**src/rtl/fifo_arb_pkg.sv**
```systemverilog
// Shared definitions for the fifo write-side round-robin arbiter:
// FSM state encoding and helpers that derive the pointer/counter widths.
package fifo_arb_pkg;

    typedef enum logic [0:0] {
        IDLE = 1'b0,
        OWN  = 1'b1
    } arb_state_t;

    // Width of an index into NUM_REQ requesters (prio_ptr, owner, grant_id).
    function automatic int idx_width(input int num_req);
        if (num_req > 32'sd1) begin
            return $clog2(num_req);
        end else begin
            return 32'sd1;
        end
    endfunction

    // Width of the burst counter, which must be able to hold MAX_BURST itself.
    function automatic int burst_width(input int max_burst);
        return $clog2(max_burst + 32'sd1);
    endfunction

    localparam int DEF_NUM_REQ   = 32'sd4;
    localparam int DEF_MAX_BURST = 32'sd2;
    localparam int DEF_PTR_W     = idx_width(DEF_NUM_REQ);
    localparam int DEF_GRANT_W   = idx_width(DEF_NUM_REQ);
    localparam int DEF_BURST_W   = burst_width(DEF_MAX_BURST);

endpackage

```
**src/rtl/fifo_rr_arbiter_rr_pick.sv**
```systemverilog
// Rotating-priority encoder: returns the first set bit of 'valid' found when
// scanning start, start+1, ... wrapping from NUM_REQ-1 back to 0.
module rr_pick
    import fifo_arb_pkg::*;
#(
    parameter int NUM_REQ = 4,
    parameter int IDW     = idx_width(NUM_REQ)
) (
    input  logic [NUM_REQ-1:0] valid,
    input  logic [IDW-1:0]     start,
    output logic [IDW-1:0]     idx,
    output logic               found
);

    logic [IDW:0] cand_s;

    // Scan from the farthest offset down to offset 0 so the closest hit wins.
    always_comb begin
        idx    = {IDW{1'b0}};
        found  = 1'b0;
        cand_s = {(IDW+1){1'b0}};
        for (int k = NUM_REQ - 1; k >= 0; k--) begin
            cand_s = {1'b0, start} + (IDW+1)'(k);
            cand_s = (cand_s >= (IDW+1)'(NUM_REQ)) ? (cand_s - (IDW+1)'(NUM_REQ)) : cand_s;
            idx    = valid[cand_s[IDW-1:0]] ? cand_s[IDW-1:0] : idx;
            found  = valid[cand_s[IDW-1:0]] | found;
        end
    end

endmodule

```
**src/rtl/fifo_rr_arbiter.sv**
```systemverilog
// Round-robin arbiter sharing one fifo write port between NUM_REQ producers.
// A winner may keep the grant for up to MAX_BURST words; accepted words pass
// straight through to the fifo in the cycle they are accepted.
module fifo_rr_arbiter
    import fifo_arb_pkg::*;
#(
    parameter int NUM_REQ   = 4,
    parameter int DATAW     = 8,
    parameter int MAX_BURST = 2,
    parameter int CNTW      = 16
) (
    input  logic                          clk,
    input  logic                          rst,
    input  logic [NUM_REQ-1:0]            req_valid,
    input  logic [NUM_REQ*DATAW-1:0]      req_data,
    output logic [NUM_REQ-1:0]            req_ready,
    output logic                          fifo_w,
    output logic [DATAW-1:0]              fifo_data_in,
    input  logic                          fifo_full,
    output logic [idx_width(NUM_REQ)-1:0] grant_id,
    output logic                          grant_valid,
    output logic                          busy,
    output logic [CNTW-1:0]               xfer_count
);

    localparam int IDW = idx_width(NUM_REQ);
    localparam int BCW = burst_width(MAX_BURST);

    arb_state_t      state_r,     state_next_s;
    logic [IDW-1:0]  prio_ptr_r,  prio_next_s;
    logic [IDW-1:0]  owner_r,     owner_next_s;
    logic [BCW-1:0]  burst_cnt_r, burst_next_s;
    logic [BCW-1:0]  burst_inc_s;
    logic [CNTW-1:0] xfer_count_r, xfer_next_s;

    logic [IDW-1:0]  pick_idx_s;
    logic            pick_found_s;
    logic [IDW-1:0]  grant_id_s;
    logic            grant_valid_s;
    logic            fire_s;

    // Next pointer value with wrap at the last requester.
    function automatic logic [IDW-1:0] wrap_inc(input logic [IDW-1:0] p);
        if (p == IDW'(NUM_REQ - 32'sd1)) begin
            return {IDW{1'b0}};
        end else begin
            return p + IDW'(1'b1);
        end
    endfunction

    rr_pick #(
        .NUM_REQ (NUM_REQ),
        .IDW     (IDW)
    ) u_pick (
        .valid (req_valid),
        .start (prio_ptr_r),
        .idx   (pick_idx_s),
        .found (pick_found_s)
    );

    // Grant selection: owner keeps the port in OWN, otherwise rotate-scan; nothing while in reset.
    always_comb begin
        grant_valid_s = 1'b0;
        grant_id_s    = {IDW{1'b0}};
        if (!rst) begin
            grant_valid_s = 1'b0;
        end else if (state_r == OWN) begin
            grant_valid_s = req_valid[owner_r];
            grant_id_s    = owner_r;
        end else begin
            grant_valid_s = pick_found_s;
            grant_id_s    = pick_idx_s;
        end
    end

    assign fire_s = grant_valid_s & ~fifo_full;

    // Handshake and fifo-side outputs driven directly from the current grant.
    always_comb begin
        req_ready    = {NUM_REQ{1'b0}};
        fifo_data_in = {DATAW{1'b0}};
        for (int i = 0; i < NUM_REQ; i++) begin
            req_ready[i] = fire_s & (grant_id_s == IDW'(i));
        end
        if (grant_valid_s) begin
            fifo_data_in = req_data[grant_id_s*DATAW +: DATAW];
        end else begin
            fifo_data_in = {DATAW{1'b0}};
        end
    end

    // Next-state logic for the FSM, priority pointer, owner and burst counter.
    always_comb begin
        state_next_s = state_r;
        prio_next_s  = prio_ptr_r;
        owner_next_s = owner_r;
        burst_next_s = burst_cnt_r;
        burst_inc_s  = burst_cnt_r + BCW'(1'b1);
        xfer_next_s  = fire_s ? (xfer_count_r + CNTW'(1'b1)) : xfer_count_r;
        case (state_r)
            IDLE: begin
                if (fire_s) begin
                    if (MAX_BURST == 32'sd1) begin
                        prio_next_s = wrap_inc(grant_id_s);
                    end else begin
                        state_next_s = OWN;
                        owner_next_s = grant_id_s;
                        burst_next_s = BCW'(1'b1);
                    end
                end else begin
                    state_next_s = IDLE;
                end
            end
            OWN: begin
                if (!req_valid[owner_r]) begin
                    // Owner went away: release, costing one cycle without a write.
                    state_next_s = IDLE;
                    prio_next_s  = wrap_inc(owner_r);
                    burst_next_s = {BCW{1'b0}};
                end else if (fire_s) begin
                    if (burst_inc_s == BCW'(MAX_BURST)) begin
                        state_next_s = IDLE;
                        prio_next_s  = wrap_inc(owner_r);
                        burst_next_s = {BCW{1'b0}};
                    end else begin
                        burst_next_s = burst_inc_s;
                    end
                end else begin
                    state_next_s = OWN;
                end
            end
            default: begin
                state_next_s = IDLE;
            end
        endcase
    end

    // State registers with synchronous active-low reset.
    always_ff @(posedge clk) begin
        if (!rst) begin
            state_r      <= IDLE;
            prio_ptr_r   <= {IDW{1'b0}};
            owner_r      <= {IDW{1'b0}};
            burst_cnt_r  <= {BCW{1'b0}};
            xfer_count_r <= {CNTW{1'b0}};
        end else begin
            state_r      <= state_next_s;
            prio_ptr_r   <= prio_next_s;
            owner_r      <= owner_next_s;
            burst_cnt_r  <= burst_next_s;
            xfer_count_r <= xfer_next_s;
        end
    end

    assign fifo_w      = fire_s;
    assign grant_id    = grant_id_s;
    assign grant_valid = grant_valid_s;
    assign busy        = (state_r == OWN);
    assign xfer_count  = xfer_count_r;

endmodule

```
**config.mk**
```make
export PLATFORM = sky130hd
export DESIGN_NAME = fifo_rr_arbiter
export DESIGN_NICKNAME = d
export VERILOG_FILES = /design/src/rtl/fifo_arb_pkg.sv /design/src/rtl/fifo_rr_arbiter_rr_pick.sv /design/src/rtl/fifo_rr_arbiter.sv
export SDC_FILE = /design/constraint.sdc
export NUM_CORES = 1
export LEC_CHECK = 0
export ABC_AREA = 0
export BUFFER_PORTS_ARGS = -buffer_cell sky130_fd_sc_hd__buf_2
export CORE_UTILIZATION = 30
export CTS_CLUSTER_SIZE = 40
export DETAILED_ROUTE_END_ITERATION = 16
export PLACE_DENSITY = 0.66
export SETUP_SLACK_MARGIN = 0.2
export SLEW_MARGIN = 10
export SYNTH_ARGS = -nofsm -noshare
export SYNTH_HDL_FRONTEND = slang
export SYNTH_SLANG_ARGS = --single-unit
export TNS_END_PERCENT = 1
```
**constraint.sdc**
```tcl
create_clock -name clk -period 1.98 [get_ports clk]
set_input_delay 0.099 -clock clk [delete_from_list [all_inputs] [get_ports clk]]
set_output_delay 0.099 -clock clk [all_outputs]
set_load 0.01 [all_outputs]
```
==> results.cfg, run 1 <==
[sta]
period_share = 1.01
final_hold_viol_count = 0
period_minus_slack_ns = 2.01
finalSetupViolations = 8
fmax_ghz = 0.499
tightest_slew_ns = 0.419
worst_slew_margin_rel = 0.718
fin_worst_skew_ns = 0.00818
rsz0062_at_grt = yes
hold_ws_ns = 0.226
report.final.slew_viol_count = 0
fin_ws_ns = -0.0256

[clocking]
cts_tree = built
htreeDepth = 1
cts_num_sinks = 23
cts_buffers = 3
clk_pin_slew_ns = 0.08
hold_buffers = 0
cts.path.max_buffers = 2
root_buffer = clkbuf_8
clk_latency_ns = 0.26

[power_and_ir_drop]
pwr-share-clk = 0.265
switchingPower_uw = 312
p_leak_nw = 1.06
p_int_uw = 768
total_power_mw = 1.08
seqPwrFrac = 0.442
power_frac_comb = 0.293
swShare = 0.289
peakVddDrop_v = 0.000259
power.density_mw_per_mm2 = 479

[route]
drt_pass1_iterations = 4
drc = 0
viasPerCell = 4.91
final_antenna_net_count = 0
wire_per_inst_um = 12.7
first_iter_violations = 136
via_count = 1617
finalWirelength_um = 4180

[die]
io_pins = 72
die_h_um = 73.3
fp.coreArea_mm2 = 0.00482
die_w_um = 73.3
rows = 25
dieArea_mm2 = 0.00538
start_util = 0.317

[hold_path]
hold_path_class = in2reg

[status]
status = complete, but fails checks
violations = negative setup slack

[global_routing]
grt_start_max_net_pins = 18
grt.overflow.total = 0
track_usage = 0.155
grt_pass1_wl_um = 6610
grt_pass1_vias = 1461
antenna_found_initial = 0

[synthesis]
synth-main-ff-cell = dfxtp_1
synth_cell_types = 42
syn_nets = 218
synth_area_leaders = dfxtp_1 30%, mux2i_1 16%, xnor2_1 6.3%
yosysSeqAreaShare = 0.302
yosys_warnings = 0
yosysTopAreaCell = dfxtp_1
ys_ff_latch = 23
synth_top_area_frac = 0.302
avgSynthCellArea_um2 = 8.62
syn_area_mm2 = 0.00153
synth_edf_count = 0
synth_common_cells = 25 x mux2i_1, 24 x nor2_1, 23 x dfxtp_1, 11 x nor3_1, 11 x xnor2_1
yosysMostFrequentCell = mux2i_1
postSynthCellCount = 177
synthArstFlopShare = 0

[layout]
final_nets = 304
diodes = 0
drive_above_1_share = 0.466
syn_to_final_growth_pct = 47.7

[worst_setup_path]
crit_type = reg2out
worstPathCellList = or4_4 > o21ai_4 > a2111o_1 > o22ai_1 > buf_2
worstPathRequired_ns = 1.88
crit_path_end_kind = output pin
slowest_stage = or4_4
critPathLaunchType = register
worst_path_largest_cell_delay_ns = 0.46
path_buf_inv = 1
critical_path.top_delay_family = compound AO/OA/AOI/OAI gates
cp.arrival_ns = 1.91
cp_max_fo = 8

[place]
dp.final_hpwl_um = 3110
gp_congestion = 0.809
io_buffers = 71

[run]
maxCapViolCount = 0
## cells by family (layout without fill, tap and decap cells)
| logic type | after synthesis | after routing | synth area share |
|---|---|---|---|
| adders and majority gates | 2 | 2 | 0.0164 |
| AOI/OAI and AO/OA | 28 | 28 | 0.141 |
| muxes | 27 | 27 | 0.186 |
| DFF | 23 | 23 | 0.302 |
| buffers and inverters | 14 | 99 | 0.0410 |
| and+or+nand+nor | 72 | 72 | 0.251 |
| xor gates and xnor gates | 11 | 11 | 0.0631 |
## layout make-up
type | instances | area, um2
Sequential cell | 23 | 473
Tap cell | 67 | 83.8
Inverter | 7 | 31.3
Multi-Input combinational cell | 140 | 1110
Fill cell | 479 | 2560
Clock buffer | 4 | 45.0
Timing Repair Buffer | 88 | 507
## power by group through the flow
| stage | clock, mW | sequential, mW | combinational, mW |
|---|---|---|---|
| 2_1_floorplan | 0 | 0.490 | 0.157 |
| 5_1_grt | 0.311 | 0.479 | 0.342 |
| 3_3_place_gp | 0 | 0.490 | 0.257 |
| 3_5_place_dp | 0 | 0.490 | 0.260 |
| 4_1_cts | 0.298 | 0.481 | 0.291 |
| 6_report | 0.286 | 0.478 | 0.316 |
## per-stage QoR
stage | worst slack (ns) | utilization | cells | TNS, ns | instance area [um2]
global placement | 0.116 | 0.415 | 317 | 0 | 2000
CTS | -0.0156 | 0.448 | 326 | -0.0302 | 2160
global route | -0.109 | 0.468 | 329 | -0.672 | 2250
finish | -0.0256 | 0.468 | 329 | -0.103 | 2250
floorplan | 0.234 | - | 177 | 0 | 1530
detailed placement | 0.0779 | 0.415 | 317 | 0 | 2000
## path summary, 6_finish.rpt
path | cells after the start | slack [ns] | start | end
hold / removal | 2 | 0.23 | rst | busy
hold reg to reg | 1 | 0.49 | xfer_count[2] | xfer_count[2]
setup reg to reg | 5 | 0.23 | busy | owner_r[1]
setup / recovery | 5 | -0.03 | busy | fifo_data_in[1]
## per-layer routing
layer | routed length, um | vias to the layer above | global-route usage
met3 | 127 | 4 | 0.0343
li1 | - | 816 | -
met2 | 2160 | 22 | 0.258
met1 | 1860 | 775 | 0.206
met5 | 0 | - | 0
met4 | 38 | 0 | 0.0342
## sequential cells by signal, summed over array words and instances, names as in the netlist
register,count
xfer_count,16
prio_ptr_r,2
busy,1
burst_cnt_r,2
owner_r,2
## worst register-to-register path, stage by stage, from the launching register on
cell,delay [ns]
dfxtp_4,0.37
or4_4,0.46
o21ai_4,0.22
nor3_1,0.12
mux2_1,0.32
and2_1,0.15
## cell usage in the layout (no fill, tap or decap), types with 2 or more instances in the layout
master	instances
nor2_2	3
inv_1	4
o22ai_1	6
nand2_1	9
o21ai_4	2
buf_2	71
xnor2_1	11
and2_1	5
mux2i_2	2
buf_4	14
and4b_1	2
nand4_1	2
mux2i_1	23
dfxtp_1	19
inv_2	2
dfxtp_4	3
ha_1	2
nand2b_4	2
a2111o_1	2
o22ai_2	2
nand3_1	3
nor3_1	10
a21oi_1	3
nor4b_1	3
clkbuf_8	3
nor2_1	21
and3_1	2
o21ai_0	3
## repair_timing
item                       4_1_cts  5_1_grt
pin swaps                       10        7
resized for setup               16       18
setup endpoints to repair       16       19
buffers inserted                 5        3
Note: power is estimated with default switching activity, not from simulation.
==> run 2: changes to the inputs <==
--- a/config.mk
+++ b/config.mk
@@ -7,10 +7,12 @@
 export LEC_CHECK = 0
 export ABC_AREA = 0
 export BUFFER_PORTS_ARGS = -buffer_cell sky130_fd_sc_hd__buf_2
+export CORE_ASPECT_RATIO = 1.5
 export CORE_UTILIZATION = 30
+export CTS_BUF_LIST = sky130_fd_sc_hd__clkbuf_4
 export CTS_CLUSTER_SIZE = 40
 export DETAILED_ROUTE_END_ITERATION = 16
-export PLACE_DENSITY = 0.66
+export PLACE_DENSITY = 0.68
 export SETUP_SLACK_MARGIN = 0.2
 export SLEW_MARGIN = 10
 export SYNTH_ARGS = -nofsm -noshare
==> constraint.sdc (replaced) <==
create_clock -name clk -period 1.73 [get_ports clk]
set_input_delay 0.0865 -clock clk [delete_from_list [all_inputs] [get_ports clk]]
set_output_delay 0.0865 -clock clk [all_outputs]
set_load 0.01 [all_outputs]
==> results.cfg, run 2 (synthesis results as in run 1) <==
[die]
die_h_um = 89.4
io_pins = 72
start_util = 0.315
die_w_um = 60.2
dieArea_mm2 = 0.00538
rows = 31
fp.coreArea_mm2 = 0.00485

[global_routing]
grt.overflow.total = 0
grt_pass1_wl_um = 6890
antenna_found_initial = 0
grt_start_max_net_pins = 16
track_usage = 0.167
grt_pass1_vias = 1646

[clocking]
cts.path.max_buffers = 2
cts_num_sinks = 23
htreeDepth = 1
cts_buffers = 3
cts_tree = built
hold_buffers = 0
clk_pin_slew_ns = 0.13
clk_latency_ns = 0.32
root_buffer = clkbuf_4

[place]
gp_congestion = 0.915
io_buffers = 71
place_ws_ns = -0.0106
dp.final_hpwl_um = 3340

[route]
drc = 0
viasPerCell = 5.03
final_antenna_net_count = 0
wire_per_inst_um = 12.6
first_iter_violations = 30
finalWirelength_um = 4220
via_count = 1681
drt_pass1_iterations = 4

[layout]
diodes = 0
syn_to_final_growth_pct = 47.0
largest_reg_flops = 16
final_cell_mix = 71 x buf_2, 24 x mux2i_1, 22 x nor2_1, 21 x buf_4, 17 x dfxtp_1
drive_above_1_share = 0.478
layout_commonest_cell = buf_2
final_nets = 310

[worst_setup_path]
cp_max_fo = 11
startpoint = prio_ptr_r[1]
worstPathRequired_ns = 1.64
crit_path_end_kind = output pin
critPathCapture = fifo_data_in[2]
r2r-start = owner_r[1]
critPathLaunchType = register
cp.arrival_ns = 1.96
rr_endpoint = xfer_count[2]
ff2ff_setup_slack_ns = 0.02
crit_type = reg2out
r2r_cells = 6

[sta]
rsz0062_at_grt = yes
final_hold_viol_count = 0
fin_worst_skew_ns = 0.00780
report.final.slew_viol_count = 0
fin_tns_setup_ns = -3.60
period_share = 1.18
fin_ws_ns = -0.314
tightest_slew_ns = 0.344
finalSetupViolations = 15
worst_slew_margin_rel = 0.768
period_minus_slack_ns = 2.04
fmax_ghz = 0.489

[hold_path]
hold_path_depth = 3
hold_path_class = in2reg

[power_and_ir_drop]
peakVddDrop_v = 0.000269
power.density_mw_per_mm2 = 516
p_leak_nw = 1.08

[status]
status = complete, but fails checks
violations = negative setup slack

[run]
maxCapViolCount = 0
[run 2: cell count changes in the layout (fill, tap and decap cells not counted), sizes merged]
cell and delta:
clkinv +1, clkbuf -1, buf +6
[run 2: worst min path at each step]
stage	end	startpoint	slack, ns
floorplan	owner_r[0]	fifo_full	0.36
global placement	xfer_count[4]	xfer_count[4]	0.46
detailed placement	xfer_count[4]	xfer_count[4]	0.47
CTS	xfer_count[5]	rst	0.13
global route	owner_r[1]	rst	0.15
finish	xfer_count[5]	rst	0.14
[run 2: repair_timing]
item,4_1_cts,5_1_grt
pin swaps,6,6
setup buffers,2,0
cloned,0,0
setup endpoints to repair,39,39
gates resized for setup,11,12
[run 2: cell type report]
| cell class | instances | area [um2] |
|---|---|---|
| Multi-Input combinational cell | 140 | 1080 |
| Timing Repair Buffer | 94 | 553 |
| Tap cell | 66 | 82.6 |
| Sequential cell | 23 | 470 |
| Inverter | 7 | 27.5 |
| Fill cell | 493 | 2610 |
| Clock buffer | 3 | 22.5 |
| Clock inverter | 1 | 5.00 |
[run 2: layer usage]
| metal | part of all wire | vias to the layer above | wire length, um | track usage |
|---|---|---|---|---|
| met2 | 0.58 | 58 | 2450 | 0.343 |
| met1 | 0.37 | 788 | 1550 | 0.161 |
| met3 | 0.041 | 4 | 172 | 0.0203 |
| met4 | 0.011 | 0 | 47 | 0.0571 |
| li1 | - | 831 | - | - |
| met5 | 0 | - | 0 | 0 |
[run 2: report_power, final]
| group | internal, mW | switching, mW | leakage [nW] |
|---|---|---|---|
| clock network | 0.0865 | 0.167 | 0.0177 |
| logic | 0.179 | 0.176 | 0.871 |
| registers | 0.540 | 0.0106 | 0.189 |
| total | 0.805 | 0.353 | 1.08 |
[run 2: critical path, stage by stage (launching register included)]
cell and delay (ns):
dfxtp_2 0.38, nand2_2 0.08, a311oi_2 0.11, a2111o_1 0.47
buf_12 0.17, mux2i_1 0.11, o22ai_1 0.17, buf_2 0.15
[run 2: through the flow]
step | instances | hold slack [ns] | power, mW | cell area (um2) | utilization
CTS | 334 | 0.131 | 1.16 | 2190 | 0.452
floorplan | 177 | 0.356 | 0.742 | 1540 | -
detailed placement | 328 | 0.468 | 0.893 | 2120 | 0.437
finish | 334 | 0.141 | 1.16 | 2240 | 0.463
global placement | 328 | 0.460 | 0.889 | 2120 | 0.437
global route | 334 | 0.153 | 1.21 | 2240 | 0.463
